## config.mk

```make
export PLATFORM = sky130hd
export DESIGN_NAME = series_engine_arbiter_flat
export DESIGN_NICKNAME = d
export VERILOG_FILES = /design/src/rtl/series_engine_arbiter_if.sv /design/src/rtl/series_engine_arbiter.sv /design/src/flat_wrapper.sv
export SDC_FILE = /design/constraint.sdc
export NUM_CORES = 1
export LEC_CHECK = 0
export ABC_AREA = 1
export BUFFER_PORTS_ARGS = -buffer_cell sky130_fd_sc_hd__buf_2
export CELL_PAD_IN_SITES_DETAIL_PLACEMENT = 0
export CELL_PAD_IN_SITES_GLOBAL_PLACEMENT = 1
export CORE_MARGIN = 2
export CORE_UTILIZATION = 35
export CTS_BUF_LIST = sky130_fd_sc_hd__clkbuf_16
export CTS_CLUSTER_DIAMETER = 40
export DETAILED_ROUTE_END_ITERATION = 16
export PLACE_DENSITY_LB_ADDON = 0.1
export SLEW_MARGIN = 20
export SYNTH_ARGS = -nofsm -noshare
export SYNTH_HDL_FRONTEND = slang
export SYNTH_SLANG_ARGS = --single-unit
export TNS_END_PERCENT = 50
```

## constraint.sdc

```tcl
create_clock -name clk -period 4.9 [get_ports clk]
set_input_delay 0.49 -clock clk [delete_from_list [all_inputs] [get_ports clk]]
set_output_delay 0.49 -clock clk [all_outputs]
set_load 0.005 [all_outputs]
```

## src/rtl/series_engine_arbiter_if.sv

```systemverilog
// Requester/engine bundle shared by the series-engine arbiter and its clients.
// The arbiter takes the slave view; requesters and the engine take the master view.
interface series_engine_arbiter_if #(
    parameter int NREQ = 4,
    parameter int DW   = 16
);
    logic [NREQ-1:0]    req;
    logic [NREQ*DW-1:0] req_x;
    logic [NREQ-1:0]    gnt;
    logic [NREQ-1:0]    resp_valid;
    logic [DW-1:0]      resp_data;
    logic               resp_err;
    logic               eng_start;
    logic [DW-1:0]      eng_x;
    logic               eng_done;
    logic [DW-1:0]      eng_result;

    modport master (
        output req, req_x, eng_done, eng_result,
        input  gnt, resp_valid, resp_data, resp_err, eng_start, eng_x
    );

    modport slave (
        input  req, req_x, eng_done, eng_result,
        output gnt, resp_valid, resp_data, resp_err, eng_start, eng_x
    );
endinterface

```

## src/rtl/series_engine_arbiter.sv

```systemverilog
// Round-robin arbiter sharing one series-evaluation engine among NREQ requesters.
// Define SERIES_ARB_WATCHDOG_EN to abort BUSY after TIMEOUT_CYC cycles with resp_err.
module series_engine_arbiter #(
    parameter int NREQ        = 4,
    parameter int DW          = 16,
    parameter int MIN_LAT     = 3,
    parameter int TIMEOUT_CYC = 64
) (
    input  logic                    clk,
    input  logic                    rst,
    series_engine_arbiter_if.slave  bus
);
    localparam int PW  = (NREQ > 1) ? $clog2(NREQ) : 1;
    localparam int WCW = $clog2(MIN_LAT + 1);
    localparam logic [PW-1:0]  LAST_IDX  = PW'(NREQ - 1);
    localparam logic [WCW-1:0] WAIT_LAST = WCW'(MIN_LAT - 1);

    typedef enum logic [2:0] {
        S_IDLE,
        S_START,
        S_WAIT,
        S_BUSY,
        S_RESP
    } state_t;

    state_t         state;
    logic [PW-1:0]  rr_ptr;
    logic [PW-1:0]  owner;
    logic [WCW-1:0] wait_cnt;
    logic [PW-1:0]  pick_idx;
    logic [PW-1:0]  scan_idx;
    logic           pick_found;

`ifdef SERIES_ARB_WATCHDOG_EN
    localparam int BCW = $clog2(TIMEOUT_CYC + 1);
    localparam logic [BCW-1:0] BUSY_LAST = BCW'(TIMEOUT_CYC - 1);
    logic [BCW-1:0] busy_cnt;
    logic           resp_err_r;
    assign bus.resp_err = resp_err_r;
`else
    assign bus.resp_err = 1'b0;
    // TIMEOUT_CYC has no effect without the watchdog; this empty guard only references it.
    if (TIMEOUT_CYC < 1) begin : g_timeout_unused
    end
`endif

    // Scan upward from rr_ptr with wrap-around; first requesting index wins.
    always_comb begin
        pick_found = 1'b0;
        pick_idx   = '0;
        scan_idx   = rr_ptr;
        for (int i = 0; i < NREQ; i++) begin
            if (!pick_found && bus.req[scan_idx]) begin
                pick_found = 1'b1;
                pick_idx   = scan_idx;
            end
            scan_idx = (scan_idx == LAST_IDX) ? '0 : scan_idx + 1'b1;
        end
    end

    always_ff @(posedge clk) begin
        if (rst) begin
            state          <= S_IDLE;
            rr_ptr         <= '0;
            owner          <= '0;
            wait_cnt       <= '0;
            bus.gnt        <= '0;
            bus.resp_valid <= '0;
            bus.resp_data  <= '0;
            bus.eng_start  <= 1'b0;
            bus.eng_x      <= '0;
`ifdef SERIES_ARB_WATCHDOG_EN
            busy_cnt       <= '0;
            resp_err_r     <= 1'b0;
`endif
        end else begin
            case (state)
                S_IDLE: begin
                    if (pick_found) begin
                        owner         <= pick_idx;
                        bus.gnt       <= NREQ'(1) << pick_idx;
                        bus.eng_x     <= bus.req_x[pick_idx*DW +: DW];
                        bus.eng_start <= 1'b1;
                        state         <= S_START;
                    end
                end
                S_START: begin
                    bus.eng_start <= 1'b0;
                    wait_cnt      <= '0;
                    state         <= S_WAIT;
                end
                // eng_done is not trustworthy until MIN_LAT cycles have passed.
                S_WAIT: begin
                    wait_cnt <= wait_cnt + 1'b1;
`ifdef SERIES_ARB_WATCHDOG_EN
                    busy_cnt <= '0;
`endif
                    if (wait_cnt == WAIT_LAST) begin
                        state <= S_BUSY;
                    end
                end
                S_BUSY: begin
                    if (bus.eng_done) begin
                        bus.resp_data  <= bus.eng_result;
                        bus.resp_valid <= NREQ'(1) << owner;
                        state          <= S_RESP;
                    end
`ifdef SERIES_ARB_WATCHDOG_EN
                    else if (busy_cnt == BUSY_LAST) begin
                        bus.resp_data  <= '1;
                        bus.resp_valid <= NREQ'(1) << owner;
                        resp_err_r     <= 1'b1;
                        state          <= S_RESP;
                    end else begin
                        busy_cnt <= busy_cnt + 1'b1;
                    end
`endif
                end
                S_RESP: begin
                    bus.resp_valid <= '0;
                    bus.gnt        <= '0;
                    rr_ptr         <= (owner == LAST_IDX) ? '0 : owner + 1'b1;
                    state          <= S_IDLE;
`ifdef SERIES_ARB_WATCHDOG_EN
                    resp_err_r     <= 1'b0;
`endif
                end
                default: begin
                    state <= S_IDLE;
                end
            endcase
        end
    end
endmodule

```

## src/flat_wrapper.sv

```systemverilog
// flat-port wrapper written by rule: the top's interface ports become plain ports
module series_engine_arbiter_flat 
#(
    parameter int NREQ        = 4,
    parameter int DW          = 16,
    parameter int MIN_LAT     = 3,
    parameter int TIMEOUT_CYC = 64
)
  (clk, rst, bus_req, bus_req_x, bus_eng_done, bus_eng_result, bus_gnt, bus_resp_valid, bus_resp_data, bus_resp_err, bus_eng_start, bus_eng_x);
  series_engine_arbiter_if #(.NREQ(NREQ), .DW(DW)) bus_i ();
  input  logic clk;
  input  logic rst;
  input wire logic [$bits(bus_i.req)-1:0] bus_req;
  input wire logic [$bits(bus_i.req_x)-1:0] bus_req_x;
  input wire logic [$bits(bus_i.eng_done)-1:0] bus_eng_done;
  input wire logic [$bits(bus_i.eng_result)-1:0] bus_eng_result;
  output wire logic [$bits(bus_i.gnt)-1:0] bus_gnt;
  output wire logic [$bits(bus_i.resp_valid)-1:0] bus_resp_valid;
  output wire logic [$bits(bus_i.resp_data)-1:0] bus_resp_data;
  output wire logic [$bits(bus_i.resp_err)-1:0] bus_resp_err;
  output wire logic [$bits(bus_i.eng_start)-1:0] bus_eng_start;
  output wire logic [$bits(bus_i.eng_x)-1:0] bus_eng_x;
  assign bus_i.req = bus_req;
  assign bus_i.req_x = bus_req_x;
  assign bus_i.eng_done = bus_eng_done;
  assign bus_i.eng_result = bus_eng_result;
  assign bus_gnt = bus_i.gnt;
  assign bus_resp_valid = bus_i.resp_valid;
  assign bus_resp_data = bus_i.resp_data;
  assign bus_resp_err = bus_i.resp_err;
  assign bus_eng_start = bus_i.eng_start;
  assign bus_eng_x = bus_i.eng_x;
  series_engine_arbiter #(.NREQ(NREQ), .DW(DW), .MIN_LAT(MIN_LAT), .TIMEOUT_CYC(TIMEOUT_CYC)) u_core (.clk(clk), .rst(rst), .bus(bus_i));
endmodule
```

==> reports/metrics.csv <==
metric,value,unit
synth_top_family_by_area,simple AND/OR/NAND/NOR gates,
power.density,419.3,nW/um^2
grt_pass1_wl,13.05,mm
fill_cells,865,
setup_violations,0,
status,completed,
fin_area,3677,um^2
cts-root-buf,clkbuf_16,
cts_setup_buffers,0,
antenna_left,0,
cts_resized,0,
critPathKind,reg2reg,
arrival,2890,ps
r2r_cells,13,
endpoint_kind,register,
clock-sinks,50,
die_area,9154,um^2
route.detailed.vias_per_inst,4.856,
synth_top_area_share,34.03,%
rows,33,
syn_area_per_cell,6.921,um^2
max_clock_freq,370.1,MHz
synth_compound_area_share,9.655,%
die_y,95.68,um
grt_util_all_layers,18.08,%
finalHoldViolCount,0,
area_growth_syn_to_layout,25.01,%
syn_nets,518,
clkLatencyLatePin,290,ps
ys_warn_count,0,
via_count,3098,
yosysSeqAreaShare,34.03,%
grt_max_degree,40,
ir_drop,0.1804,mV
htree_levels,2,
dp_hpwl,5.831,mm
firstDrtPassIters,4,
slew_headroom,53.07,%
worstPathRequired,5090,ps
power.leakage,0.001771,uW
reg2reg_to,u_core.bus.eng_x[13],
clkTransAtPathRegs,70,ps
synth_fa_ha_area_share,2.552,%
syn-cell-area,2942,um^2
synth_area_leaders,"dfxtp_1, nand3_1, nand2_1",
muxShareOfSynthArea,0,%
drv_slew,0,
cts_buffers,5,
yosysTopAreaCell,dfxtp_1,
crit_path_end,u_core.bus.eng_x[13],
period_share,55.15,%
synth_cells,425,
synth.distinct_cells,32,
postRouteWirelength,8.122,mm
holdBufCountCts,0,
ys_ff_latch,50,
drive_gt1_share,31.89,%
antenna_cells,0,
reg2reg_slack,2200,ps
fin_nets,626,
dpl_cell_area,3537,um^2
rsz0062_at_grt,false,
initial_core_util,35.98,%
min_period,2702,ps
drt_drc_violations_left,0,
pin_count,129,
reg2reg_from,u_core.rr_ptr[0],
cp-start-kind,register,
ctsLongestPathBuffers,2,
synthXorXnorAreaFrac,0,%
critPathMaxFanout,36,
synth-simple-area-share,43.73,%
port_buffers,127,
grt_pass1_vias,2799,
maxCapViolCount,0,
die-width,95.68,um
crit_start,u_core.rr_ptr[0],
grt_overflow,0,
fin_worst_skew,5.063,ps
final.setup.tns,0,ps
fp.coreArea,8175,um^2
wl_per_cell,12.73,um
place_congestion,0.8130,
hp-class,reg2reg,
drt-initial-drc-count,140,
cts_tree,built,
power,1542,uW
antenna_found_initial,0,
tightest_slew,702.3,ps
-- routing by layer --
metal	up-vias	global-route usage (%)	wire length (um)	part of all wire (%)
met3	5	4.743	486	6.0
met2	73	28.03	3738	46
met4	0	5.714	90	1.1
met1	1394	24.45	3806	47
met5	-	0	0	0
li1	1626	-	-	-
-- Yosys cell counts (all sizes together) --
library cell	n
nor4	1
ha	6
nand3	113
o21ai	23
a21oi	33
nand4	3
inv	25
nand2	92
clkbuf	10
nor3	3
clkinv	1
buf	17
conb	1
or2	1
dfxtp	50
nor2	46
-- kinds of logic (layout without fill, tap and decap cells) --
logic type,after synthesis,in the layout
DFF,50,50
and+or+nand+nor,259,259
buffers and inverters,53,161
AOI/OAI and AO/OA,56,56
other,1,1
adders and majority gates,6,6
-- critical path, stage by stage (launching register included) --
cell     delay (ps)
dfxtp_1         610
ha_1            370
inv_1           230
nand2_2         100
nand3_1         100
nand2_2          90
nand4_2         110
nand2_4         190
inv_4           350
nor2_4          120
nand2_1          80
nand2_1          40
nor2_1          130
nor2_1           50
-- stage by stage --
step | std cells | util (%) | hold slack (ps) | worst slack, ps
finish | 638 | 44.98 | 452.9 | 2198
global route | 638 | 44.98 | 460.9 | 1958
CTS | 638 | 44.98 | 457.6 | 2181
detailed placement | 631 | 43.27 | 447.3 | 2201
global placement | 631 | 43.27 | 441.3 | 2257
floorplan | 425 | - | 421.7 | 2950
-- flip-flops by register name (all words and copies together) (netlist names) --
signal / cells
u_core.state: 3
u_core.bus.eng_x: 16
u_core.bus.gnt: 4
u_core.rr_ptr: 2
u_core.bus.resp_data: 16
u_core.owner: 2
u_core.wait_cnt: 2
u_core.bus.eng_start: 1
u_core.bus.resp_valid: 4
-- placed cells by master, fill, tap and decap left out, types with 2 or more instances in the layout --
cell type   count
o21ai_1         4
nor2_8          2
nand3_1       109
nand2_2        11
nand4_1         2
dfxtp_1        50
buf_2         127
clkinvlp_4      2
ha_1            6
nand2_4         5
nor3_1          2
inv_1          20
clkbuf_16       5
nor2_4          3
a21oi_1        33
nand3_2         3
nor2_1         40
o21ai_0        18
inv_2           3
nand2_1        76
-- layout make-up --
cell class	instances	area (um^2)	area share, %
Clock buffer	5	125.1	3.403
Clock inverter	2	15.01	0.4083
Inverter	26	107.6	2.926
Multi-Input combinational cell	322	1654	44.98
Sequential cell	50	1001	27.22
Tap cell	105	131.4	3.573
Timing Repair Buffer	128	643.1	17.49
-- worst min-delay path by stage --
stage	start	endpoint	slack, ps	depth (start not counted)
4_1_cts	u_core.wait_cnt[0]	u_core.wait_cnt[0]	460	1
5_1_grt	bus_eng_result[3]	u_core.bus.resp_data[3]	460	3
3_3_place_gp	u_core.wait_cnt[0]	u_core.wait_cnt[0]	440	1
3_5_place_dp	u_core.wait_cnt[0]	u_core.wait_cnt[0]	450	1
6_report	u_core.wait_cnt[0]	u_core.wait_cnt[0]	450	1
2_1_floorplan	u_core.wait_cnt[0]	u_core.wait_cnt[0]	420	1
-- where the power goes --
group | switching [uW] | total (uW) | internal (uW)
clock network | 157 | 344 | 187
logic | 398 | 634 | 237
registers | 54.3 | 564 | 510
total | 609 | 1540 | 933
No activity file was read; power rests on OpenSTA's default activity.
